==> src/rtl/alu_arbiter.sv <==
// ============================================================================
//  Module   : alu_arbiter
//  Purpose  : Two-requester arbiter that sequences operations onto one shared
//             combinational ALU (IDLE -> EXEC -> RESP), with a response per
//             requester.
//  Revision : 1.0
// ============================================================================
`default_nettype none

module alu_arbiter #(
    parameter int RR_EN = 1
) (
    input  logic       clk,
    input  logic       rst,
    input  logic       i_req0_valid,
    input  logic [2:0] i_req0_op,
    input  logic [7:0] i_req0_a,
    input  logic [7:0] i_req0_b,
    input  logic       i_req1_valid,
    input  logic [2:0] i_req1_op,
    input  logic [7:0] i_req1_a,
    input  logic [7:0] i_req1_b,
    output logic       o_req0_ready,
    output logic       o_req1_ready,
    output logic       o_rsp0_valid,
    output logic [7:0] o_rsp0_data,
    output logic       o_rsp0_zero,
    output logic       o_rsp1_valid,
    output logic [7:0] o_rsp1_data,
    output logic       o_rsp1_zero,
    output logic [2:0] o_alu_op,
    output logic [7:0] o_alu_a,
    output logic [7:0] o_alu_b,
    input  logic [7:0] i_alu_out,
    input  logic       i_alu_zero,
    output logic       o_busy
);

    localparam logic [1:0] S_IDLE = 2'd0;
    localparam logic [1:0] S_EXEC = 2'd1;
    localparam logic [1:0] S_RESP = 2'd2;

    logic [1:0] r_state;
    logic [2:0] r_op;
    logic [7:0] r_a;
    logic [7:0] r_b;
    logic       r_winner;
    logic       r_last;
    logic [7:0] r_rsp0_data;
    logic       r_rsp0_zero;
    logic [7:0] r_rsp1_data;
    logic       r_rsp1_zero;

    logic       w_grant1;
    logic       w_idle;
    logic       w_accept;

    // Contention resolves to the requester not served last (round-robin) or to requester 0.
    always_comb begin
        w_grant1 = i_req1_valid;
        if (i_req0_valid && i_req1_valid) begin
            w_grant1 = (RR_EN != 0) ? ~r_last : 1'b0;
        end
    end

    assign w_idle       = (r_state == S_IDLE) && !rst;
    assign o_req0_ready = w_idle && i_req0_valid && !w_grant1;
    assign o_req1_ready = w_idle && i_req1_valid &&  w_grant1;
    assign w_accept     = o_req0_ready || o_req1_ready;

    always_ff @(posedge clk) begin
        if (rst) begin
            r_state     <= S_IDLE;
            r_op        <= 3'd0;
            r_a         <= 8'd0;
            r_b         <= 8'd0;
            r_winner    <= 1'b0;
            r_last      <= 1'b1;
            r_rsp0_data <= 8'd0;
            r_rsp0_zero <= 1'b0;
            r_rsp1_data <= 8'd0;
            r_rsp1_zero <= 1'b0;
        end else begin
            case (r_state)
                S_IDLE: begin
                    if (w_accept) begin
                        r_op     <= w_grant1 ? i_req1_op : i_req0_op;
                        r_a      <= w_grant1 ? i_req1_a  : i_req0_a;
                        r_b      <= w_grant1 ? i_req1_b  : i_req0_b;
                        r_winner <= w_grant1;
                        r_last   <= w_grant1;
                        r_state  <= S_EXEC;
                    end
                end
                S_EXEC: begin
                    // Results land in per-requester registers so each response holds its last value.
                    if (r_winner) begin
                        r_rsp1_data <= i_alu_out;
                        r_rsp1_zero <= i_alu_zero;
                    end else begin
                        r_rsp0_data <= i_alu_out;
                        r_rsp0_zero <= i_alu_zero;
                    end
                    r_state <= S_RESP;
                end
                S_RESP: begin
                    r_state <= S_IDLE;
                end
                default: begin
                    r_state <= S_IDLE;
                end
            endcase
        end
    end

    assign o_rsp0_valid = (r_state == S_RESP) && !r_winner && !rst;
    assign o_rsp1_valid = (r_state == S_RESP) &&  r_winner && !rst;
    assign o_rsp0_data  = r_rsp0_data;
    assign o_rsp0_zero  = r_rsp0_zero;
    assign o_rsp1_data  = r_rsp1_data;
    assign o_rsp1_zero  = r_rsp1_zero;
    assign o_alu_op     = r_op;
    assign o_alu_a      = r_a;
    assign o_alu_b      = r_b;
    assign o_busy       = (r_state != S_IDLE);

endmodule

`default_nettype wire

==> config.mk <==
export PLATFORM = sky130hd
export DESIGN_NAME = alu_arbiter
export DESIGN_NICKNAME = d
export VERILOG_FILES = /design/src/rtl/alu_arbiter.sv
export SDC_FILE = /design/constraint.sdc
export NUM_CORES = 1
export LEC_CHECK = 0
export ABC_AREA = 1
export BUFFER_PORTS_ARGS = -buffer_cell sky130_fd_sc_hd__buf_2
export CAP_MARGIN = 10
export CORE_UTILIZATION = 26
export CTS_CLUSTER_SIZE = 24
export DETAILED_ROUTE_END_ITERATION = 8
export GPL_TIMING_DRIVEN = 0
export SKIP_CTS_REPAIR_TIMING = 1
export SLEW_MARGIN = 20
export SYNTH_ARGS = -nofsm -noshare
export SYNTH_HDL_FRONTEND = slang
export SYNTH_SLANG_ARGS = --single-unit
==> constraint.sdc <==
create_clock -name clk -period 1.18 [get_ports clk]
set_input_delay 0.236 -clock clk [delete_from_list [all_inputs] [get_ports clk]]
set_output_delay 0.236 -clock clk [all_outputs]
set_load 0.1 [all_outputs]
==> run metrics, run 1 <==
run status=finished, violations left; violations in the final reports=negative setup slack; top achievable clock speed=637 MHz; most common flop cell mapped by yosys=dfxtp_1; first-pass GRT wire length=8100 microns; final worst setup slack=-0.390 ns; area growth from synthesis to layout=63.1%; CTS Root Cell=clkbuf_8; Yosys warning count=0; clock period minus worst slack=1.57 ns; area of the die=around 0.007 sq mm; non-filler cells, final=between 400 and 500; clock sink count=41; total of max-cap violations=0; Setup Crit Path Kind=reg2out; clock tree from TritonCTS=built; count of final hold-check violations=0; Max clock buf depth=2; total of endpoints with negative setup slack in the final report=5; vertical extent of the die=83.7 microns; vias in the first global route=1801; average instance area after synthesis=6.86 sq um; Remaining DRCs=0; leading cell type in the layout, fill and taps excluded=nand2_1; met2 capacity usage during global routing=0.245; Post-Syn Area=0.00174 sq mm; Max Slew Vio Count=0; maximum number of pins on one net before global-route repair=13; Final nets=413; top cells by area, synth=dfxtp_1 47%, nand2_1 25%, nand3_1 7.2%; core area=~0.0064 sq mm; Skew-Pair Late Insertion Delay=0.29 ns; Worst setup SP type=flop; required time of the critical path=0.94 ns; proportion of layout cells with a drive suffix above 1=0.490; number of storage elements in the synthesis netlist=41; area share of the largest cell type after synthesis=0.473; most frequent cells in the layout=112 x nand2_1, 52 x buf_2, 41 x buf_4; FF-to-FF End=o_alu_b[4]; distinct cell type count after synthesis=20; Detailed Route Iter0 Violations=73; critical path fanouts, max=3; Max IR drop VDD=0.689 mV; ANT nets after route=0; number of port buffers=92; Detailed Route WL=4940 microns; power density of the placed cells=between 1500 and 2000 mW/mm^2; worst flop-to-flop path startpoint=r_state[0]; weighted congestion at the end of routability-driven global placement=0.736; async set or reset register ratio after synthesis=0; cell taking the most area after synthesis=dfxtp_1; Die Wd=83.7 microns; vias after detailed routing=1912; Worst setup EP type=output port; number of placed instances, taps included=422; Filler Cells Inserted=~690; antenna violations before repair=0; part of the cycle the worst path needs=1.33; starting utilization of the core area=0.272; launching instance or port of the critical path=r_state[1]; footprint of the multi-input gates=840 sq um; instance count of the mapped netlist=roughly 250; clock-pin slew on the worst setup and hold paths=0.07 ns; end of the critical path=o_rsp0_valid; Core Util, Final=0.443; FF+latch area=875 sq um; register area share after synthesis=0.473; total clock buffers created by CTS=5; Total GRT Usage=0.145; Leakage=0.00142 uW; drt wl/cell=11.2 microns; cells on worst reg2reg path=7; remaining max-slew budget at the tightest pin=0.679; setup repair after global routing missed its margin=true; via density per instance=about 4.3; Inserted Diodes=0; First-pass DRT Iterations=4; met3 Track Usage GR=0.0485; worst-margin pin slew=slightly below 0.5 ns; type of the most critical hold path=in2reg; number of enable-type register cells in the synthesized netlist=0; Worst Skew=0.00476 ns; Mapped Nets=304; setup slack, reg-to-reg=0.03 ns; htree depth=2; number of top-level pins=93; global-route met1 utilization=0.172; GRT overflow=0; busiest grt layer=met2; Final HPWL DP=3590 microns; floorplan row count=29; Data arrival, critical path=around 1.3 ns
-- per-layer routing --
metal  part of all wire  wire [microns]
met5                  0               0
met4              0.013              64
met3              0.072             358
met2               0.46            2280
met1               0.45            2240
-- synth_stat cells (2+ instances only) --
| cell | number |
|---|---|
| buf_6 | 2 |
| buf_4 | 3 |
| nand3_1 | 25 |
| nor2_2 | 2 |
| buf_2 | 3 |
| o21ai_0 | 9 |
| a21oi_1 | 18 |
| clkbuf_1 | 4 |
| nor2_1 | 4 |
| dfxtp_1 | 41 |
| nand2_1 | 116 |
| inv_1 | 18 |
-- report_power, final --
part           switching (uW)  internal, uW
clock network             489           690
registers                77.2          1530
logic                    1210           424
total                    1770          2640
-- flip-flops by register name, summed over array words and instances (netlist names), 2 cells and up --
register / cells
o_alu_a: 8
o_alu_op: 3
r_state: 2
o_rsp1_data: 8
o_rsp0_data: 8
o_alu_b: 8
-- logic make-up (layout without fill, tap and decap cells) --
family | after synthesis | count (layout) | synth area share
simple gates | 152 | 152 | 0.360
flops | 41 | 41 | 0.473
buf+inv | 32 | 142 | 0.0865
compound gates | 28 | 28 | 0.0807
-- stage by stage --
| stage | setup WS [ns] | instance area (sq um) | hold slack, ns | setup TNS [ns] | power [uW] |
|---|---|---|---|---|---|
| after floorplan | -0.463 | 1840 | 0.373 | -1.29 | 2800 |
| after global placement | -0.678 | 2390 | 0.427 | -3.84 | 3080 |
| after detailed placement | -0.694 | 2390 | 0.431 | -4.81 | 3090 |
| after CTS | -0.789 | 2510 | 0.180 | -10.06 | 4270 |
| after global routing | -0.435 | 2830 | 0.184 | -2.79 | 4610 |
| final | -0.390 | 2830 | 0.192 | -1.59 | 4410 |
-- layout make-up --
cell class,count,area share
buffer,11,0.0301
clock buffer,7,0.0305
clock inverter,1,0.0106
inverter,20,0.0332
multi-input combinational,180,0.297
sequential,41,0.309
tap,77,0.0340
timing repair buffer,102,0.253
timing repair inverter,1,0.00265
-- how the worst min path moves through the flow --
| stage | start | end | cells after the start |
|---|---|---|---|
| 2_1_floorplan | i_alu_out[0] | o_rsp0_data[0] | 2 |
| 3_3_place_gp | o_rsp1_data[2] | o_rsp1_data[2] | 2 |
| 3_5_place_dp | o_rsp1_data[2] | o_rsp1_data[2] | 2 |
| 4_1_cts | i_alu_out[6] | o_rsp0_data[6] | 3 |
| 5_1_grt | i_alu_out[2] | o_rsp0_data[2] | 3 |
| 6_report | i_alu_out[2] | o_rsp0_data[2] | 3 |
-- critical path, cell delays in order (launching register included) --
cell	delay [ns]
dfxtp_2	0.36
inv_2	0.05
or2_4	0.25
nor3_4	0.18
buf_12	0.21
(Power assumes the default switching activity.)
==> run 2, diff against run 1 <==
ABC_AREA = unset   (was 1)
==> run 2 against run 1 <==
Against the previous run: first-iteration DRC count is 47% lower; critical path depth unchanged; wire length decreased by 10%; the flow still finishes with violations (negative setup slack); worst hold slack about the same; worst setup slack improved by 0.080 ns; final cell count is 20% lower; highest routed layer unchanged; sequential cell count is the same; maximum frequency is 5.4% higher; area after synthesis grew 4.8%; clock skew hardly changed; critical path type unchanged; critical endpoint is now o_req1_ready; count of clock-buffer cells in the layout shrank 1; power fell by 7.4%.
==> run metrics, run 2 <==
setup TNS after final layout=-5.05 ns; floorplan row count=30; Filler Cells Inserted=686; launching instance or port of the critical path=r_last; htree depth=2; met2 capacity usage during global routing=0.207; Worst Skew=0.00497 ns; Post-Syn Area=between 0.0015 and 0.002 sq mm; Remaining DRCs=0; Final HPWL DP=3250 microns; total of max-cap violations=0; post-route cell area=roughly 0.0028 sq mm; top achievable clock speed=671 MHz; final worst setup slack=-0.310 ns; antenna violations before repair=0; via density per instance=approximately 4.4; Synth top cells by count=56 x mux2i_1, 41 x dfxtp_1, 21 x nor2_1, 19 x nand2b_1; distinct cell type count after synthesis=24; total of endpoints with negative setup slack in the final report=35; proportion of layout cells with a drive suffix above 1=0.618; most common flop cell mapped by yosys=dfxtp_1; number of top-level pins=93; GRT overflow=0; Worst setup EP type=output port; drt wl/cell=around 13 microns; relative contribution of sequential cells to total power=0.392; busiest grt layer=met2; Max clock buf depth=2; top cells by area, synth=dfxtp_1 45%, mux2i_1 31%, nand2b_1 6.5%; register area share after synthesis=0.451; run status=finished, violations left; dpl ws=-0.451 ns; switching power of the nets=1670 uW; worst flop-to-flop path startpoint=r_state[0]; Total GRT Usage=0.118; start point of the worst hold path=i_alu_out[4]; starting utilization of the core area=0.269; combinational share of power=0.392; leading cell type in the layout, fill and taps excluded=mux2i_1; Data arrival, critical path=around 1.3 ns; required time of the critical path=0.94 ns; maximum number of pins on one net before global-route repair=13; Inserted Diodes=0; clock tree from TritonCTS=built; vias in the first global route=roughly 1400; worst-margin pin slew=0.438 ns; clock-pin slew on the worst setup and hold paths=~0.080 ns; part of the cycle the worst path needs=1.26; Leakage=roughly 0.0013 uW; Detailed Route WL=4430 microns; cell with the most instances after synthesis=mux2i_1; switching part of the total power=0.408; ANT nets after route=0; met3 Track Usage GR=0.0241; cell taking the most area after synthesis=dfxtp_1; Detailed Route Iter0 Violations=39; area growth from synthesis to layout=55.7%; type of the most critical hold path=in2reg; most frequent cells in the layout=55 x mux2i_1, 51 x buf_2, 41 x buf_4; Worst setup SP type=flop; number of port buffers=between 90 and 100; WHS=0.193 ns; area share of the largest cell type after synthesis=0.451; core area=0.00676 sq mm; global-route met1 utilization=0.140; async set or reset register ratio after synthesis=0; Mapped Nets=215; Max IR drop VDD=0.637 mV; Core Util, Final=0.419; instance count of the mapped netlist=164; vias after detailed routing=1535; setup repair after global routing missed its margin=true; number of enable-type register cells in the synthesized netlist=0; violations in the final reports=negative setup slack; Placed Area=0.00247 sq mm; clock sink count=41; first-pass GRT wire length=approximately 6700 microns; Die Wd=85.6 microns; Skew-Pair Late Insertion Delay=0.28 ns; Yosys warning count=0; count of final hold-check violations=0; clock period minus worst slack=around 1.5 ns; weighted congestion at the end of routability-driven global placement=0.687; critical path fanouts, max=4; area of the die=0.00733 sq mm; CTS Root Cell=clkbuf_8; Max Slew Vio Count=0; remaining max-slew budget at the tightest pin=0.708; average instance area after synthesis=11.1 sq um; Final nets=322; vertical extent of the die=85.6 microns; Internal Dissipation=around 2400 uW; number of storage elements in the synthesis netlist=41; total clock buffers created by CTS=5; power density of the placed cells=1440 mW/mm^2; clock group share of total power=0.216; Setup Crit Path Kind=reg2out; First-pass DRT Iterations=4
## run 2: cell types whose count changed after synthesis, moves of 2 or more
cell | before | now
a21oi_1 | 18 | 1
buf_12 | 0 | 2
buf_4 | 3 | 1
clkbuf_1 | 4 | 2
inv_1 | 18 | 1
mux2i_1 | 0 | 56
nand2_1 | 116 | 3
nand2b_1 | 0 | 19
nand3_1 | 25 | 0
nor2_1 | 4 | 21
nor2_2 | 2 | 0
o21ai_0 | 9 | 0
## run 2: power groups by stage
stage               registers (uW)  logic [uW]  clock network [uW]
floorplan                     2390         423                   0
CTS                           1600        1460                 931
global placement              1620        1450                   0
global route                  1620        1670                 997
detailed placement            1630        1460                   0
finish                        1600        1600                 882
## run 2: worst paths after layout
kind / to / slack [ns] / cells past startpoint
worst max-delay path: o_req1_ready / -0.31 / 4
worst min-delay path: o_rsp1_data[4] / 0.19 / 3
worst max register to register: o_alu_b[5] / -0.17 / 5
worst min register to register: o_alu_a[3] / 0.47 / 2
## run 2: logic make-up (layout without fill, tap and decap cells)
kind of cell           Yosys count  after routing  share of synthesized area
muxes                           56             56                      0.308
AOI/OAI and AO/OA                4              4                     0.0234
buffers and inverters           11            119                     0.0564
and+or+nand+nor                 52             52                      0.160
DFF                             41             41                      0.451
## run 2: worst max-delay path: stages, from the launching register on
cell	delay (ns)
dfxtp_2	0.35
a21boi_4	0.19
buf_12	0.13
and2_4	0.14
buf_12	0.16
## run 2: per-layer routing
layer  part of all wire  vias to the layer above
met5                  0                        -
met4              0.015                        0
met3              0.031                        4
met2               0.54                       32
met1               0.42                      726
li1                   -                      773
## run 2: through the flow
stage               total power (uW)  std cells
CTS                             3990        344
floorplan                       2810        164
global route                    4290        352
finish                          4090        352
detailed placement              3080        336
global placement                3070        336
## run 2: cell type report
class / instances / area, sq um / share of cell area
plain buffers: 10 / 121 / 0.0429
clock buffers: 6 / 72.6 / 0.0256
clock inverters: 2 / 10.0 / 0.00354
inverters: 1 / 7.51 / 0.00265
multi-input cells: 112 / 938 / 0.332
flip-flops and latches: 41 / 877 / 0.310
well taps: 80 / 100 / 0.0354
repair buffers: 100 / 703 / 0.248
==> run 3, diff against run 2 <==
--- a/config.mk
+++ b/config.mk
@@ -12,4 +12,5 @@
 export DETAILED_ROUTE_END_ITERATION = 8
 export GPL_TIMING_DRIVEN = 0
+export HOLD_SLACK_MARGIN = 0.08
 export SKIP_CTS_REPAIR_TIMING = 1
 export SLEW_MARGIN = 20
==> constraint.sdc (replaced) <==
create_clock -name clk -period 1.18 [get_ports clk]
set_input_delay 0.236 -clock clk [delete_from_list [all_inputs] [get_ports clk]]
set_output_delay 0.236 -clock clk [all_outputs]
set_load 0.005 [all_outputs]
==> run 3 against run 2 <==
Against the previous run: the run still ends with negative setup slack left; clock power shrank 1%; clock skew hardly changed; worst hold slack better by 0.0078 ns; utilization is 4.6 points lower; sequential cell count unchanged; first-iteration DRC count fell by 15%; non-clock buffer count fell by 5; count of clock-buffer cells in the layout is 2 higher; sequential share of layout area is 2.0 points higher; highest routed layer unchanged; via count decreased by 3.7%; die area is the same.
==> run metrics, run 3 (synthesis results as in run 2) <==
run status=finished, violations left; final worst setup slack=-0.238 ns; number of top-level pins=93; top achievable clock speed=705 MHz; worst-margin pin slew=0.448 ns; Placed Area=0.00238 sq mm; count of buffering cells on the critical path with inverters included=2; Core Util, Final=0.373; htree depth=2; Internal Dissipation=2280 uW; Final nets=317; Max clock buf depth=2; type of the most critical hold path=in2reg; Inserted Diodes=0; Leakage=between 0.001 and 0.0015 uW; switching power of the nets=783 uW; floorplan row count=30; clock sink count=between 40 and 50; clock period minus worst slack=roughly 1.4 ns; combinational share of power=0.201; ANT nets after route=0; cells on worst reg2reg path=5; Worst Skew=0.00481 ns; start point of the worst hold path=i_alu_out[1]; First-pass DRT Iterations=4; Worst setup SP type=flop; number of placed instances, taps included=336; crit-path cells=a21boi_4 -> buf_8 -> and2_2 -> buf_6; maximum number of pins on one net before global-route repair=12; non-filler cells, final=347; FF-to-FF End=o_alu_a[4]; power density of the placed cells=1210 mW/mm^2; Total GRT Usage=0.114; Final HPWL DP=a little over 3000 microns; number of port buffers=between 90 and 100; remaining max-slew budget at the tightest pin=0.701; Detailed Route Iter0 Violations=33; WHS=about 0.2 ns; leading cell type in the layout, fill and taps excluded=buf_2; drt wl/cell=12.0 microns; critical path fanouts, max=4; worst-case hold path end point=o_rsp0_data[1]; cell family with most CP delay=flip-flops; most frequent cells in the layout=92 x buf_2, 56 x mux2i_1, 37 x dfxtp_1; setup slack, reg-to-reg=-0.11 ns; Remaining DRCs=0; post-route cell area=about 0.0025 sq mm; part of the cycle the worst path needs=1.20; total of max-cap violations=0; area growth from synthesis to layout=38.7%; clock group share of total power=0.284; weighted congestion at the end of routability-driven global placement=0.676; Skew-Pair Late Insertion Delay=~0.28 ns; vertical extent of the die=between 80 and 90 microns; Detailed Route WL=~4200 microns; worst flop-to-flop path startpoint=r_last; Data arrival, critical path=between 1 and 1.5 ns; clock-pin slew on the worst setup and hold paths=roughly 0.080 ns; setup repair after global routing missed its margin=true; clock tree from TritonCTS=built; antenna violations before repair=0; count of final hold-check violations=0; CTS Root Cell=clkbuf_8; Max IR drop VDD=~0.85 mV; stage delay of the slowest cell on the critical path=~0.36 ns; Worst setup EP type=output port; first-pass GRT wire length=6620 microns; total clock buffers created by CTS=5; vias in the first global route=around 1400; Slowest cell on crit path=dfxtp_4; proportion of layout cells with a drive suffix above 1=0.446; switching part of the total power=0.256; required time of the critical path=0.94 ns; Die Wd=roughly 86 microns; cell count of the worst hold path=3; FF+latch area=833 sq um; GRT overflow=0; core area=0.00676 sq mm; violations in the final reports=negative setup slack; via density per instance=between 4 and 5; starting utilization of the core area=0.269; vias after detailed routing=between 1000 and 1500; relative contribution of sequential cells to total power=0.514; Max Slew Vio Count=0; Filler Cells Inserted=about 720; total of endpoints with negative setup slack in the final report=22; footprint of the multi-input gates=907 sq um; Setup Crit Path Kind=reg2out; area of the die=0.00733 sq mm
==> run 3: tightest hold or removal path, cell delays in order <==
cell	delay, ns
buf_2	0.09
mux2i_1	0.06
nor2_1	0.07
==> run 3: power by group through the flow <==
stage          logic, uW  clock network, uW  registers (uW)
6_report             616                870            1570
5_1_grt              679                999            1590
4_1_cts              612                930            1570
3_5_place_dp         610                  0            1600
3_3_place_gp         604                  0            1600
2_1_floorplan        340                  0            1610
==> run 3: cell type report <==
cell class / instances / share of cell area
multi-input combinational: 112 / 0.360
sequential: 41 / 0.330
timing repair buffer: 96 / 0.199
tap: 80 / 0.0397
buffer: 9 / 0.0377
clock buffer: 8 / 0.0317
inverter: 1 / 0.00149
==> run 3: how the worst max path moves through the flow <==
stage / slack, ns / depth (start not counted) / start / end
2_1_floorplan: 0.05 / 4 / r_state[1] / o_alu_a[7]
3_3_place_gp: -0.15 / 5 / i_req0_valid / o_req1_ready
3_5_place_dp: -0.16 / 5 / i_req0_valid / o_req1_ready
4_1_cts: -0.44 / 4 / r_last / o_req1_ready
5_1_grt: -0.29 / 4 / r_last / o_req1_ready
6_report: -0.24 / 4 / r_last / o_req1_ready
==> run 3: metrics by stage <==
stage / setup TNS [ns] / power, uW / setup slack (ns)
floorplan: 0 / 1950 / 0.0471
global placement: -2.62 / 2200 / -0.148
detailed placement: -3.38 / 2210 / -0.160
CTS: -4.53 / 3110 / -0.444
global route: -3.77 / 3270 / -0.289
finish: -1.65 / 3060 / -0.238
==> run 3: routing by layer <==
metal	global-route usage	share of wire	vias up
met3	0.0510	0.10	2
met2	0.198	0.43	70
li1	-	-	759
met1	0.129	0.46	647
met5	0	0	-
met4	0.0273	0.0039	0
